`src/rtl/spi_flash_master_pkg.sv`:
```
// Shared definitions for the SPI flash master: register offsets, status layout, FSM states.
package spi_flash_master_pkg;

    localparam int unsigned DATA_W = 16;
    localparam int unsigned BYTE_W = 8;
    localparam int unsigned DIV_W  = 8;
    localparam int unsigned BIT_W  = 3;

    localparam int unsigned SPI_DATA_OFS = 0;
    localparam int unsigned SPI_CTRL_OFS = 1;

    localparam int unsigned ST_BUSY = 0;
    localparam int unsigned ST_CS   = 1;
    localparam int unsigned ST_RXV  = 2;

    typedef enum logic [1:0] {
        S_IDLE = 2'd0,
        S_LO   = 2'd1,
        S_HI   = 2'd2
    } spi_state_e;

    // STATUS word as seen on the IO bus
    typedef struct packed {
        logic [DIV_W-1:0] div;
        logic [4:0]       rsvd;
        logic             rx_valid;
        logic             cs_en;
        logic             busy;
    } spi_status_t;

    function automatic spi_status_t pack_status(input logic [DIV_W-1:0] div,
                                                input logic rx_valid,
                                                input logic cs_en,
                                                input logic busy);
        spi_status_t s;
        s.div      = div;
        s.rsvd     = 5'd0;
        s.rx_valid = rx_valid;
        s.cs_en    = cs_en;
        s.busy     = busy;
        return s;
    endfunction

endpackage

```
`src/rtl/spi_halfper_tick.sv`:
```
// Loadable half-period down-counter; tick_c is high while the count sits at zero.
module spi_halfper_tick
    import spi_flash_master_pkg::*;
(
    input  logic             clk,
    input  logic             resetq,
    input  logic             load,
    input  logic [DIV_W-1:0] load_val,
    input  logic             dec,
    output logic             tick_c
);

    logic [DIV_W-1:0] hcnt_q, hcnt_d;

    always_comb begin
        hcnt_d = hcnt_q;
        if (load) begin
            hcnt_d = load_val;
        end else if (dec) begin
            hcnt_d = hcnt_q - DIV_W'(1);
        end
    end

    always_ff @(posedge clk or negedge resetq) begin
        if (!resetq) begin
            hcnt_q <= '0;
        end else begin
            hcnt_q <= hcnt_d;
        end
    end

    assign tick_c = (hcnt_q == '0);

endmodule

```
`src/rtl/spi_flash_master.sv`:
```
// Mode-0 SPI master on the j1 IO bus: DATA at BASE_ADDR, CTRL/STATUS at BASE_ADDR+1.
module spi_flash_master
    import spi_flash_master_pkg::*;
#(
    parameter logic [15:0] BASE_ADDR = 16'd120,
    parameter logic [7:0]  DIV_RESET = 8'd1
) (
    input  logic              clk,
    input  logic              resetq,
    input  logic              io_wr,
    input  logic              io_rd,
    input  logic [DATA_W-1:0] mem_addr,
    input  logic [DATA_W-1:0] dout,
    output logic [DATA_W-1:0] rdata,
    output logic              spi_sck,
    output logic              spi_mosi,
    input  logic              spi_miso,
    output logic              spi_ssb
);

    localparam logic [DATA_W-1:0] DATA_ADDR = BASE_ADDR + DATA_W'(SPI_DATA_OFS);
    localparam logic [DATA_W-1:0] CTRL_ADDR = BASE_ADDR + DATA_W'(SPI_CTRL_OFS);

    spi_state_e        state_q, state_d;
    logic [BYTE_W-1:0] shreg_q, shreg_d;
    logic [BIT_W-1:0]  bitcnt_q, bitcnt_d;
    logic [BYTE_W-1:0] rx_byte_q, rx_byte_d;
    logic [DIV_W-1:0]  div_q, div_d;
    logic              busy_q, busy_d;
    logic              rx_valid_q, rx_valid_d;
    logic              cs_en_q, cs_en_d;
    logic              sck_q, sck_d;
    logic              mosi_q, mosi_d;
    logic              ssb_q, ssb_d;

    logic data_sel_c, ctrl_sel_c;
    logic tick_c, tick_load_c, tick_dec_c;

    assign data_sel_c = (mem_addr == DATA_ADDR);
    assign ctrl_sel_c = (mem_addr == CTRL_ADDR);

    spi_halfper_tick u_tick (
        .clk      (clk),
        .resetq   (resetq),
        .load     (tick_load_c),
        .load_val (div_q),
        .dec      (tick_dec_c),
        .tick_c   (tick_c)
    );

    // Next-state and register-update logic
    always_comb begin
        state_d     = state_q;
        shreg_d     = shreg_q;
        bitcnt_d    = bitcnt_q;
        rx_byte_d   = rx_byte_q;
        div_d       = div_q;
        busy_d      = busy_q;
        rx_valid_d  = rx_valid_q;
        cs_en_d     = cs_en_q;
        sck_d       = sck_q;
        mosi_d      = mosi_q;
        tick_load_c = 1'b0;
        tick_dec_c  = 1'b0;

        if (io_rd && data_sel_c) begin
            rx_valid_d = 1'b0;
        end

        unique case (state_q)
            S_IDLE: begin
                if (io_wr && data_sel_c) begin
                    shreg_d     = dout[BYTE_W-1:0];
                    bitcnt_d    = '0;
                    tick_load_c = 1'b1;
                    busy_d      = 1'b1;
                    mosi_d      = dout[BYTE_W-1];
                    state_d     = S_LO;
                end
                // Control changes only land between frames
                if (io_wr && ctrl_sel_c) begin
                    cs_en_d = dout[0];
                    div_d   = dout[DATA_W-1:DATA_W-DIV_W];
                end
            end
            S_LO: begin
                if (tick_c) begin
                    sck_d       = 1'b1;
                    shreg_d     = {shreg_q[BYTE_W-2:0], spi_miso};
                    tick_load_c = 1'b1;
                    state_d     = S_HI;
                end else begin
                    tick_dec_c = 1'b1;
                end
            end
            S_HI: begin
                if (tick_c) begin
                    sck_d       = 1'b0;
                    tick_load_c = 1'b1;
                    if (bitcnt_q == BIT_W'(7)) begin
                        rx_byte_d  = shreg_q;
                        rx_valid_d = 1'b1;
                        busy_d     = 1'b0;
                        state_d    = S_IDLE;
                    end else begin
                        bitcnt_d = bitcnt_q + BIT_W'(1);
                        mosi_d   = shreg_q[BYTE_W-1];
                        state_d  = S_LO;
                    end
                end else begin
                    tick_dec_c = 1'b1;
                end
            end
            default: begin
                state_d = S_IDLE;
            end
        endcase

        ssb_d = ~cs_en_d;
    end

    always_ff @(posedge clk or negedge resetq) begin
        if (!resetq) begin
            state_q    <= S_IDLE;
            shreg_q    <= '0;
            bitcnt_q   <= '0;
            rx_byte_q  <= '0;
            div_q      <= DIV_RESET;
            busy_q     <= 1'b0;
            rx_valid_q <= 1'b0;
            cs_en_q    <= 1'b0;
            sck_q      <= 1'b0;
            mosi_q     <= 1'b0;
            ssb_q      <= 1'b1;
        end else begin
            state_q    <= state_d;
            shreg_q    <= shreg_d;
            bitcnt_q   <= bitcnt_d;
            rx_byte_q  <= rx_byte_d;
            div_q      <= div_d;
            busy_q     <= busy_d;
            rx_valid_q <= rx_valid_d;
            cs_en_q    <= cs_en_d;
            sck_q      <= sck_d;
            mosi_q     <= mosi_d;
            ssb_q      <= ssb_d;
        end
    end

    // Read mux is combinational so it can join the io_din OR-tree directly
    always_comb begin
        rdata = '0;
        if (data_sel_c) begin
            rdata = {{(DATA_W-BYTE_W){1'b0}}, rx_byte_q};
        end else if (ctrl_sel_c) begin
            rdata = pack_status(div_q, rx_valid_q, cs_en_q, busy_q);
        end
    end

    assign spi_sck  = sck_q;
    assign spi_mosi = mosi_q;
    assign spi_ssb  = ssb_q;

    busy_tracks_state: assert property (@(posedge clk) disable iff (!resetq)
        busy_q == (state_q != S_IDLE));

endmodule

```
`config.mk`:
```
export PLATFORM = sky130hd
export DESIGN_NAME = spi_flash_master
export DESIGN_NICKNAME = d
export VERILOG_FILES = /design/src/rtl/spi_flash_master_pkg.sv /design/src/rtl/spi_halfper_tick.sv /design/src/rtl/spi_flash_master.sv
export SDC_FILE = /design/constraint.sdc
export NUM_CORES = 1
export LEC_CHECK = 0
export BUFFER_PORTS_ARGS = -buffer_cell sky130_fd_sc_hd__buf_2
export CORE_ASPECT_RATIO = 1.5
export CORE_MARGIN = 4
export CORE_UTILIZATION = 30
export CTS_CLUSTER_DIAMETER = 200
export CTS_CLUSTER_SIZE = 25
export DETAILED_ROUTE_END_ITERATION = 8
export GPL_TIMING_DRIVEN = 0
export PLACE_DENSITY_LB_ADDON = 0.08
export SYNTH_ARGS = -nofsm -noshare
export SYNTH_HDL_FRONTEND = slang
export SYNTH_SLANG_ARGS = --single-unit
export TNS_END_PERCENT = 100
```
`constraint.sdc`:
```
create_clock -name clk -period 5.55 [get_ports clk]
set_clock_uncertainty 0.1 [all_clocks]
set_input_delay 0.2775 -clock clk [delete_from_list [all_inputs] [get_ports clk]]
set_output_delay 0.2775 -clock clk [all_outputs]
set_load 0.02 [all_outputs]
```
---- Word-level counts from Yosys, hierarchy flattened ----
Index checks and enable logic that the tools add are counted.
storage, ports and cells
  bits in registers ....................... 43
  bits of input ports ..................... 37
  output and inout bits ................... 19
  word-level logic and storage cells ...... 80
cells by class
  add/sub/neg operators ................... 2
  equal/unequal tests ..................... 10
  mux-type cells .......................... 38
  bitwise operators ....................... 1
  reduce and logical (&&, ||, !) cells .... 17
operator list
  operator                                                            number
  16-bit by 7-bit == test with 1-bit output, second input constant    2
  16-bit 2-to-1 mux                                                   2
  8-bit 2-to-1 mux                                                    4
  1-bit 2-to-1 mux                                                    19
  8-bit one-hot mux with 2 select lines                               1
  3-bit AND reduction                                                 4
  2-bit != test, second input constant                                5
  3-bit 2-to-1 mux                                                    3
  8-bit zero test                                                     1
  1-bit one-hot mux with 2 select lines                               4
  4-bit AND reduction                                                 2
  2-bit nonzero test                                                  4
  8-bit by 1-bit subtractor with 8-bit output, second input constant  1
  2-bit 2-to-1 mux                                                    3
  2-bit one-hot mux with 3 select lines                               1
  3-bit one-hot mux with 2 select lines                               1
  3-bit by 1-bit adder with 3-bit output, second input constant       1
  3-bit == test, second input constant                                1
  1-bit logical AND                                                   3
  2-bit by 1-bit == test with 1-bit output, second input constant     1
  2-bit == test, second input constant                                1
  2-bit zero test                                                     1
  2-bit AND reduction                                                 1
  2-bit OR reduction                                                  1
  1-bit inverter                                                      1

---- Logic depth before layout (Yosys ltp) ----
Gate-level depths: netlist (run 1).
  depth after elaboration ................. 6
  gate-level depth with buffers ........... 9
  gate-level depth less buffers ........... 7

---- Hierarchy ----
From an unflattened synthesis (run 1), not the netlist that was laid out.
unflattened totals
  cells, all modules ...................... 227
  area total of the unflattened synthesis .. 2417.3 µm²
by module, submodules not included
  module            instances  cells an instance  area each (µm²)  seq. area each (µm²)
  spi_flash_master  1          177                1943.1           878.3
  spi_halfper_tick  1          50                 474.2            200.2

---- Worst setup path before layout (run 1) ----
Ideal clock, no wire load.
  kind .................................... reg2reg
  from .................................... register state_q[0]
  to ...................................... register u_tick.hcnt_q[6]
  library setup time ...................... 125 ps
  arrival time ............................ 1892 ps
  data required time ...................... 5325 ps
  setup slack ............................. 3433 ps
  cell stages (with the launch flop) ...... 8
  path buffers ............................ 0
  clock period less this slack ............ 2117 ps
  path through ............................ dfrtp_1 inv_1 ha_1 nand2_1 or3_1 nor3_1 mux2_2 mux2_2
on the way
  longest elaborated chain between the ends .. 4
  elaborated cells between the ends (all ways) .. 8
  classes of those cells .................. eq/ne (2); mux (3); reduce/logical (3)
RTL lines
  what                                                                       line                     source
  start, declared                                                            spi_flash_master.sv:24   spi_state_e state_q, state_d;
  start signal, assigned                                                     spi_flash_master.sv:136  state_q <= state_d;
  2-bit == test or 2-bit by 1-bit == test with 1-bit output (tied branches)  spi_flash_master.sv:70   unique case (state_q)
  2-bit OR reduction (no line)                                               --
  1-bit one-hot mux with 2 select lines or 1-bit 2-to-1 mux (tied branches)  --
  8-bit 2-to-1 mux or 2-bit nonzero test (tied branches)                     --
  end signal, assigned                                                       spi_halfper_tick.sv:28   hcnt_q <= hcnt_d;
  end, declared                                                              spi_halfper_tick.sv:13   logic [DIV_W-1:0] hcnt_q, hcnt_d;
Several ways; a longest one is shown, not always the timed one.
A chain may end at the register's enable or synchronous reset.

---- Worst setup path in the final report (run 1) ----
Ends and elaborated chain as after synthesis.

==> results of run 1 <==
==> metrics by stage <==
step / hold WS, ns / instance area (sq um) / total power (W) / util, % / setup slack [ns]
CTS: 0.0680 / 2930 / 0.000634 / 38.1 / 3.11
global route: 0.0705 / 2930 / 0.000654 / 38.1 / 2.99
detailed placement: 0.356 / 2790 / 0.000344 / 36.2 / 3.11
floorplan: -0.118 / 2390 / 0.000324 / - / 3.43
finish: 0.0525 / 2930 / 0.000623 / 38.1 / 3.19
global placement: 0.344 / 2790 / 0.000344 / 36.2 / 3.16
==> worst max path at each step <==
stage                             to  slack, ns  depth (start not counted)        start
floorplan           u_tick.hcnt_q[6]       3.43                          7   state_q[0]
global placement           rdata[11]       3.16                          6  mem_addr[9]
detailed placement         rdata[11]       3.11                          6  mem_addr[9]
CTS                        rdata[11]       3.11                          6  mem_addr[9]
global route               rdata[11]       2.99                          6  mem_addr[9]
finish              u_tick.hcnt_q[6]       3.19                          7   state_q[0]
==> cell families after synthesis <==
kind of cell / share of synthesized area, %
AOI/OAI and AO/OA: 11.5
xor gates and xnor gates: 0.366
adders and majority gates: 3.66
buffers and inverters: 4.70
DFF: 45.0
muxes: 16.9
and+or+nand+nor: 17.8
==> final cells by class <==
cell class	instances	area share [%]
tap	102	4.35
clock inverter	2	0.426
timing repair buffer	54	9.21
inverter	12	1.54
sequential	43	36.8
buffer	9	2.30
multi-input combinational	160	41.0
clock buffer	6	4.39
==> registers in the layout, summed over array words and instances (netlist names) <==
register and cells:
shreg_q 8, busy_q 1, spi_sck 1, rx_byte_q 8, state_q 2, spi_mosi 1
rx_valid_q 1, cs_en_q 1, u_tick.hcnt_q 8, spi_ssb 1, div_q 8, bitcnt_q 3
==> cells in the mapped netlist, types with 2 or more instances <==
cell	instances
and2_1	15
o211ai_1	2
buf_2	2
nand3_1	4
and3_1	2
dfstp_2	2
and4bb_2	3
nor3_1	7
ha_1	7
mux2_4	8
nor2_1	8
nand4_2	2
buf_4	2
o21ai_0	12
nand2_1	14
a21oi_1	25
clkbuf_1	3
mux2_2	12
dfrtp_1	41
inv_1	12
mux2i_1	15
nor4_1	2
nor2b_1	4
==> power breakdown <==
part	switching [W]	internal (W)	total (W)
combinational	0.0000131	0.0000112	0.0000243
clock	0.000119	0.000166	0.000285
sequential	0	0.000314	0.000314
total	0.000132	0.000491	0.000623
==> metal layers <==
metal	up-vias	track usage [%]	share of wire, %	routed length, microns
met2	53	21.6	53	2930
met5	-	0	0	0
met3	5	2.76	6.0	336
met4	0	3.49	1.2	65
li1	921	-	-	-
met1	867	14.9	40	2240
==> results.toml, run 1 <==
[power_and_ir_drop]
power.density_mw_per_mm2 = 212
irDropWorstVdd_uv = 125
p_leak_nw = 1.51

[sta]
tns_ns = 0
tightest_slew_ns = 0.973
period_share_pct = 42.6
finalCriticalPeriod_ns = 2.36
drv_slew = 0
maxSlewHeadroom_pct = 35.1
rsz0062_at_grt = "false"
clock.fmax_mhz = 423
setup_viol_count_final = 0
finalHoldViolations = 0

[synth]
avgSynthCellArea_sq_um = 10.7
ys_warn_count = 0
synth_top_cell_area_share_pct = 42.8
synth-async-reset-ratio_pct = 100
ys_seq_area_share_pct = 45.0
syn_inst = 224
synth_edf_count = 0
ys_ff_latch = 43
synth_top_cell_by_area = "dfrtp_1"
synth_cell_types = 43
syn_area_sq_mm = 0.00239
syn_nets = 268
synth-main-ff-cell = "dfrtp_1"
yosys-top-cells-area = "dfrtp_1, mux2i_1, mux2_2, a21oi_1, mux2_4"

[routing]
num_vias = 1846
avgRoutedWirePerCell_microns = 14.4
routed_via_density = 4.76
wirelength_mm = 5.57
drtPass1Iterations = 4
drc = 0
drtIter0Drc = 105
antenna_left = 0

[die]
die_x_microns = 81.0
die_h_microns = 117
rows = 39
num_io_pins = 56
dieArea_sq_mm = 0.00951
initial_utilization_pct = 31.1
core_sq_mm = 0.00771

[final_layout]
nets = 329
final_cell_mix = "buf_2, dfrtp_1, a21oi_1"
diodes = 0
drive_gt1_share_pct = 34.6
final_common_cell = "buf_2"
multi_input_area_sq_mm = 0.00120
seq_area_sq_mm = 0.00108
fillers = 810
final_cells = 388
area_growth_pct = 22.5

[critical_path]
worst_path_max_delay_cell = "dfrtp_1"
worstSetupStartpointType = "register"
r2r_start = "state_q[0]"
cp_common_cell = "mux2_2"
rr_worst_depth = 7
cp_top_family = "simple AND/OR/NAND/NOR gates"
cp-end-kind = "register"
cp.required_ns = 5.62
crit_type = "reg -> reg"
r2r-end = "u_tick.hcnt_q[6]"
crit_arrival_ns = 2.43
rrSetupSlack_ns = 3.19
cp_num_buf_inv = 1
max_stage_delay_ns = 0.39
cp_cell_sequence = "inv_1 > ha_1 > nand2_1 > or3_1 > nor3_1 > mux2_2 > mux2_2"
crit_fanout = 4

[clock_tree]
cts_hold_buf = 0
cts-root-buf = "clkbuf_16"
cts_made_buffers = 5
cts_setup_buffers = 0
cts_tree = "yes"
post_cts_resized = 0
cts_sinks = 43
clock_latency_ns = 0.28
clk_pin_slew_worst_paths_ns = 0.06
htree_levels = 2
ctsLongestPathBuffers = 2

[placement]
hpwl_mm = 4.23
finalWeightedCongestion = 0.724
portBuffers = 54
dp_cells = 380

[grt]
antenna_found_initial = 0
track_usage_pct = 12.4
grt_max_degree = 44
grt_pass1_vias = 1931
grt.overflow.total = 0
grt_pass1_wl_mm = 9.24

[status]
status = "completed"

[job]
maxCapViolations = 0

[min_path]
hp-class = "in -> async"
Power figures use the tool's default switching activity.
==> inputs of run 2 (changes only) <==
Settings changed: ABC_AREA set to 1.
Clock period 5.55 ns to 2.3 ns, I/O delays scaled along.
==> run 2 against run 1 <==
- via count grew 23%
- wire length rose by 14%
- power increased to 5.4 times the previous value
- synthesized cell count up 48%
- clock power increased to 2.6 times the previous value
- global-route usage increased by 1.3 points
- sequential share of layout area shrank 3.2 points
- core utilization increased by 0.33 points
- setup slack worse by 2.8 ns
- die area rose by 6.1%
- final cell count increased by 32%
- highest routed layer unchanged
==> results.toml, run 2 <==
[power_and_ir_drop]
power_frac_seq_pct = 31.9
irDropWorstVdd_uv = 561
p_leak_nw = 1.66
switching_share_pct = 41.8
clkPwrFrac_pct = 22.2
combPwrFrac_pct = 45.8
p_sw_w = 0.00141
power.density_mw_per_mm2 = 1050
p_int_w = 0.00197

[die]
core_sq_mm = 0.00836
num_io_pins = 56
die_x_microns = 83.3
die_h_microns = 121
dieArea_sq_mm = 0.0101
rows = 41
initial_utilization_pct = 30.5

[critical_path]
crit_type = "reg -> reg"
cp-end-kind = "register"
rr_worst_depth = 6
crit_arrival_ns = 1.99
crit_fanout = 10
worstSetupStartpointType = "register"
cp.required_ns = 2.42

[placement]
portBuffers = 55
dpl_cell_area_sq_mm = 0.00296
hpwl_mm = 4.99
finalWeightedCongestion = 0.765
dp_cells = 494

[synth]
yosys-top-cells-area = "dfrtp_1, nand2_1, inv_1, nand3_1, nor2_1"
syn_area_sq_mm = 0.00255
ys_warn_count = 0
syn_nets = 376
synth-async-reset-ratio_pct = 100
avgSynthCellArea_sq_um = 7.69
synth_cell_types = 30
synth_top_cell_area_share_pct = 40.2
ys_ff_latch = 43
syn_inst = 332
synth-main-ff-cell = "dfrtp_1"
synth_top_cell_by_area = "dfrtp_1"
synth_common_cells = "nand2_1, inv_1, dfrtp_1"
ys_seq_area_share_pct = 42.2
synth.most_common_cell = "nand2_1"
synth_edf_count = 0

[clock_tree]
cts_made_buffers = 5
htree_levels = 2
cts-root-buf = "clkbuf_16"
cts_tree = "yes"
cts_sinks = 43
ctsLongestPathBuffers = 2
cts_setup_buffers = 0
clock_latency_ns = 0.28
clk_pin_slew_worst_paths_ns = 0.06

[routing]
antenna_left = 0
drtPass1Iterations = 5
avgRoutedWirePerCell_microns = 12.5
drc = 0
num_vias = 2279
routed_via_density = 4.46
drtIter0Drc = 39
wirelength_mm = 6.37

[grt]
grt.overflow.total = 0
grt_pass1_vias = 2403
grt_max_degree = 44
grt_pass1_wl_mm = 11.0
track_usage_pct = 13.7
antenna_found_initial = 0

[final_layout]
diodes = 0
multi_input_area_sq_mm = 0.00122
fillers = 886
nets = 447
stdcell_area_sq_mm = 0.00321
drive_gt1_share_pct = 26.0
final_util_pct = 38.4
seq_area_sq_mm = 0.00108
final_common_cell = "nand2_1"
final_cells = 511
area_growth_pct = 25.7
final_cell_mix = "nand2_1, buf_2, inv_1"

[min_path]
hp-class = "in -> reg"
whs_path_depth = 4

[sta]
holdWs_ns = 0.0125
drv_slew = 0
maxSlewHeadroom_pct = 32.5
finalCriticalPeriod_ns = 1.88
setup_viol_count_final = 0
tightest_slew_ns = 1.01
finalHoldViolations = 0
clock.fmax_mhz = 533
tns_ns = 0
period_share_pct = 81.6
rsz0062_at_grt = "false"

[status]
status = "completed"

[job]
maxCapViolations = 0
run 2: kinds of logic (layout without fill, tap and decap cells):
kind of cell | Yosys count | in the layout | synth area share [%]
and+or+nand+nor | 172 | 172 | 33.3
buffers and inverters | 62 | 134 | 9.95
AOI/OAI and AO/OA | 45 | 45 | 10.0
DFF | 43 | 43 | 42.2
adders and majority gates | 7 | 7 | 3.43
xor gates and xnor gates | 2 | 2 | 0.686
muxes | 1 | 1 | 0.392
run 2: cell type report:
class	instances	share of cell area (%)
plain buffers	8	1.60
clock buffers	8	4.87
inverters	54	6.32
multi-input cells	227	38.1
flip-flops and latches	43	33.6
well taps	107	4.17
repair buffers	64	11.4
run 2: worst max-delay path, stage by stage, from the launching register on:
cell and delay [ns]:
dfrtp_1 0.41, inv_1 0.09, ha_1 0.14, clkbuf_1 0.34, clkbuf_1 0.38, o21ai_0 0.19
o21ai_2 0.15
run 2: routing by layer:
| layer | track usage (%) | part of all wire, % |
|---|---|---|
| met3 | 3.13 | 4.3 |
| met5 | 0 | 0 |
| met2 | 26.8 | 55 |
| met1 | 13.9 | 39 |
| met4 | 4.81 | 1.5 |
run 2: path summary, 6_finish.rpt:
path	from	endpoint	slack, ns
max	state_q[1]	shreg_q[2]	0.42
max reg2reg	state_q[1]	shreg_q[2]	0.42
max in group asynchronous	resetq	div_q[6]	1.02
min in group asynchronous	resetq	div_q[3]	0.44
min reg2reg	div_q[0]	div_q[0]	0.37
min	io_rd	rx_valid_q	0.01
run 2: what timing repair did:
item,in CTS,in global routing
endpoints found under the hold margin,49,0
resized for setup,0,0
hold buffers,9,0
endpoints found under the setup margin,0,0
run 2: power by group through the flow:
stage,registers (W),logic [W],clock network (W)
floorplan,0.00108,0.00121,0
global placement,0.00109,0.00156,0
detailed placement,0.00110,0.00158,0
CTS,0.00108,0.00160,0.000781
global route,0.00111,0.00181,0.000808
finish,0.00108,0.00155,0.000750
run 2: through the flow:
stage	total power (W)	setup WS, ns
2_1_floorplan	0.00229	0.643
3_3_place_gp	0.00265	0.417
3_5_place_dp	0.00267	0.431
4_1_cts	0.00346	0.402
5_1_grt	0.00373	0.198
6_report	0.00338	0.424
==> inputs of run 3 (changes only) <==
Clock period 2.3 ns to 1.5 ns, I/O delays scaled along.
==> run 3 against run 2 <==
- the run now ends with hold timing, setup timing left
- via count up 7.2%
- largest power group unchanged
- critical endpoint is now shreg_q[1]
- final cell count up 5.9%
- worst hold slack worse by 0.013 ns
- highest routed layer unchanged
- clock power up 41%
- largest cell class unchanged
==> results.toml, run 3 (synthesis gave the netlist of run 2 again) <==
[status]
failed_checks = "hold timing, setup timing"
status = "finished, violations left"

[critical_path]
crit_end = "shreg_q[1]"
worstSetupStartpointType = "register"
rr_worst_depth = 7
cp.required_ns = 1.62
cp-end-kind = "register"
cp_num_buf_inv = 2
cp_top_family = "flip-flops"
worst-path-stages = 7
max_stage_delay_ns = 0.45
crit_type = "reg -> reg"
crit_arrival_ns = 1.75
crit_start = "state_q[0]"
cp_cell_sequence = "ha_2 > clkbuf_8 > or2_4 > nand3_4 > buf_6 > nand2_2 > o21ai_2"
crit_fanout = 8
r2r_start = "state_q[0]"
worst_path_max_delay_cell = "dfrtp_2"
r2r-end = "shreg_q[1]"
rrSetupSlack_ns = -0.13

[final_layout]
stdcell_area_sq_mm = 0.00385
nets = 477
drive_gt1_share_pct = 44.5
final_common_cell = "nand2_1"
diodes = 0
area_growth_pct = 50.6
final_cell_mix = "nand2_1, buf_2, inv_1"

[placement]
hpwl_mm = 5.04
dpl_cell_area_sq_mm = 0.00300
finalWeightedCongestion = 0.792
portBuffers = 55

[grt]
grt_max_degree = 44
grt_pass1_wl_mm = 12.1
grt.overflow.total = 0
track_usage_pct = 15.2
grt_pass1_vias = 2542
antenna_found_initial = 0

[power_and_ir_drop]
power_frac_seq_pct = 27.2
clkPwrFrac_pct = 16.9
p_leak_nw = 1.91
p_int_w = 0.00365
p_sw_w = 0.00263
combPwrFrac_pct = 55.8
switching_share_pct = 41.9
irDropWorstVdd_uv = 1010
power.density_mw_per_mm2 = 1630

[die]
initial_utilization_pct = 30.5
core_sq_mm = 0.00836
dieArea_sq_mm = 0.0101
num_io_pins = 56
die_x_microns = 83.3
die_h_microns = 121
rows = 41

[sta]
setup_viol_count_final = 34
rsz0062_at_grt = "true"
drv_slew = 0
clock.fmax_mhz = 615
maxSlewHeadroom_pct = 58.5
period_share_pct = 108
finalHoldViolations = 1
tns_ns = -1.90
finalCriticalPeriod_ns = 1.63
tightest_slew_ns = 0.623
layout_setup_ws_ns = -0.126
holdWs_ns = -0.0000219

[routing]
antenna_left = 0
wl_met2_mm = 4.11
avgRoutedWirePerCell_microns = 13.2
route.met3.wl_microns = 226
drtIter0Drc = 44
wirelength_mm = 7.14
drc = 0
dr.max_layer_used = "met4"
routed_via_density = 4.52
num_vias = 2444
m1WireLength_mm = 2.68
drtPass1Iterations = 5

[clock_tree]
clk_pin_slew_worst_paths_ns = 0.06
cts_sinks = 43
clock_latency_ns = 0.29
htree_levels = 2
cts-root-buf = "clkbuf_16"
ctsLongestPathBuffers = 2
cts_tree = "yes"
cts_made_buffers = 5

[job]
maxCapViolations = 0

[min_path]
hp-class = "in -> reg"
## run 3: cell count changes in the layout (fill, tap and decap cells not counted), moves of 5 or more
cell,delta
buf_4,+10
o21ai_0,-10
inv_1,-7
buf_6,+13
nand3_2,+7
ha_1,-5
o21ai_2,+12
nand2_1,-23
nand2_2,+18
nand3_1,-9
dlygate4sd3_1,+5
## run 3: per-layer routing
metal | up-vias | GRT usage (%)
met5 | - | 0
met4 | 0 | 5.83
met3 | 9 | 3.26
met2 | 40 | 29.8
met1 | 1154 | 15.4
li1 | 1241 | -
## run 3: how the worst min path moves through the flow
| stage | to | slack (ns) | from | depth (start not counted) |
|---|---|---|---|---|
| finish | shreg_q[2] | -0.00002 | dout[2] | 3 |
| detailed placement | div_q[0] | 0.20 | dout[8] | 3 |
| CTS | shreg_q[4] | 0.0003 | dout[4] | 3 |
| global placement | div_q[0] | 0.19 | dout[8] | 3 |
| global route | shreg_q[2] | 0.02 | dout[2] | 3 |
| floorplan | bitcnt_q[0] | -0.32 | resetq | 0 |
## run 3: final cells by class
type / instances / area [sq um]
Sequential cell: 43 / 1080
Buffer: 7 / 86.3
Tap cell: 107 / 134
Inverter: 54 / 214
Multi-Input combinational cell: 227 / 1490
Timing Repair Buffer: 95 / 702
Fill cell: 840 / 4520
Clock inverter: 1 / 5.00
Clock buffer: 7 / 133
## run 3: tightest hold or removal path: stages
cell and delay (ns):
buf_2 0.07, o21ai_0 0.08, o21ai_2 0.13
## run 3: metrics by stage
stage | hold slack [ns] | instances | total power, W | worst slack (ns) | utilization, %
floorplan | -0.321 | 332 | 0.00361 | -0.0471 | -
global placement | 0.187 | 494 | 0.00415 | -0.277 | 35.8
detailed placement | 0.202 | 494 | 0.00420 | -0.283 | 35.8
CTS | 0.000279 | 537 | 0.00601 | -0.167 | 43.4
global route | 0.0230 | 541 | 0.00680 | -0.198 | 46.0
finish | -0.0000219 | 541 | 0.00628 | -0.126 | 46.0
## run 3: timing repair
| action | CTS | global route |
|---|---|---|
| hold buffers | 14 | 0 |
| gates resized for setup | 50 | 56 |
| pin swaps | 7 | 18 |
| buffers inserted | 19 | 4 |
| gates cloned | 3 | 0 |
| hold endpoints to repair | 54 | 0 |
| setup endpoints to repair | 50 | 55 |
## run 3: power by group through the flow
stage | Sequential [W] | Combinational, W | Clock (W)
after floorplan | 0.00167 | 0.00194 | 0
after global placement | 0.00168 | 0.00247 | 0
after detailed placement | 0.00168 | 0.00251 | 0
after CTS | 0.00168 | 0.00320 | 0.00113
after global routing | 0.00175 | 0.00389 | 0.00116
final | 0.00171 | 0.00350 | 0.00106
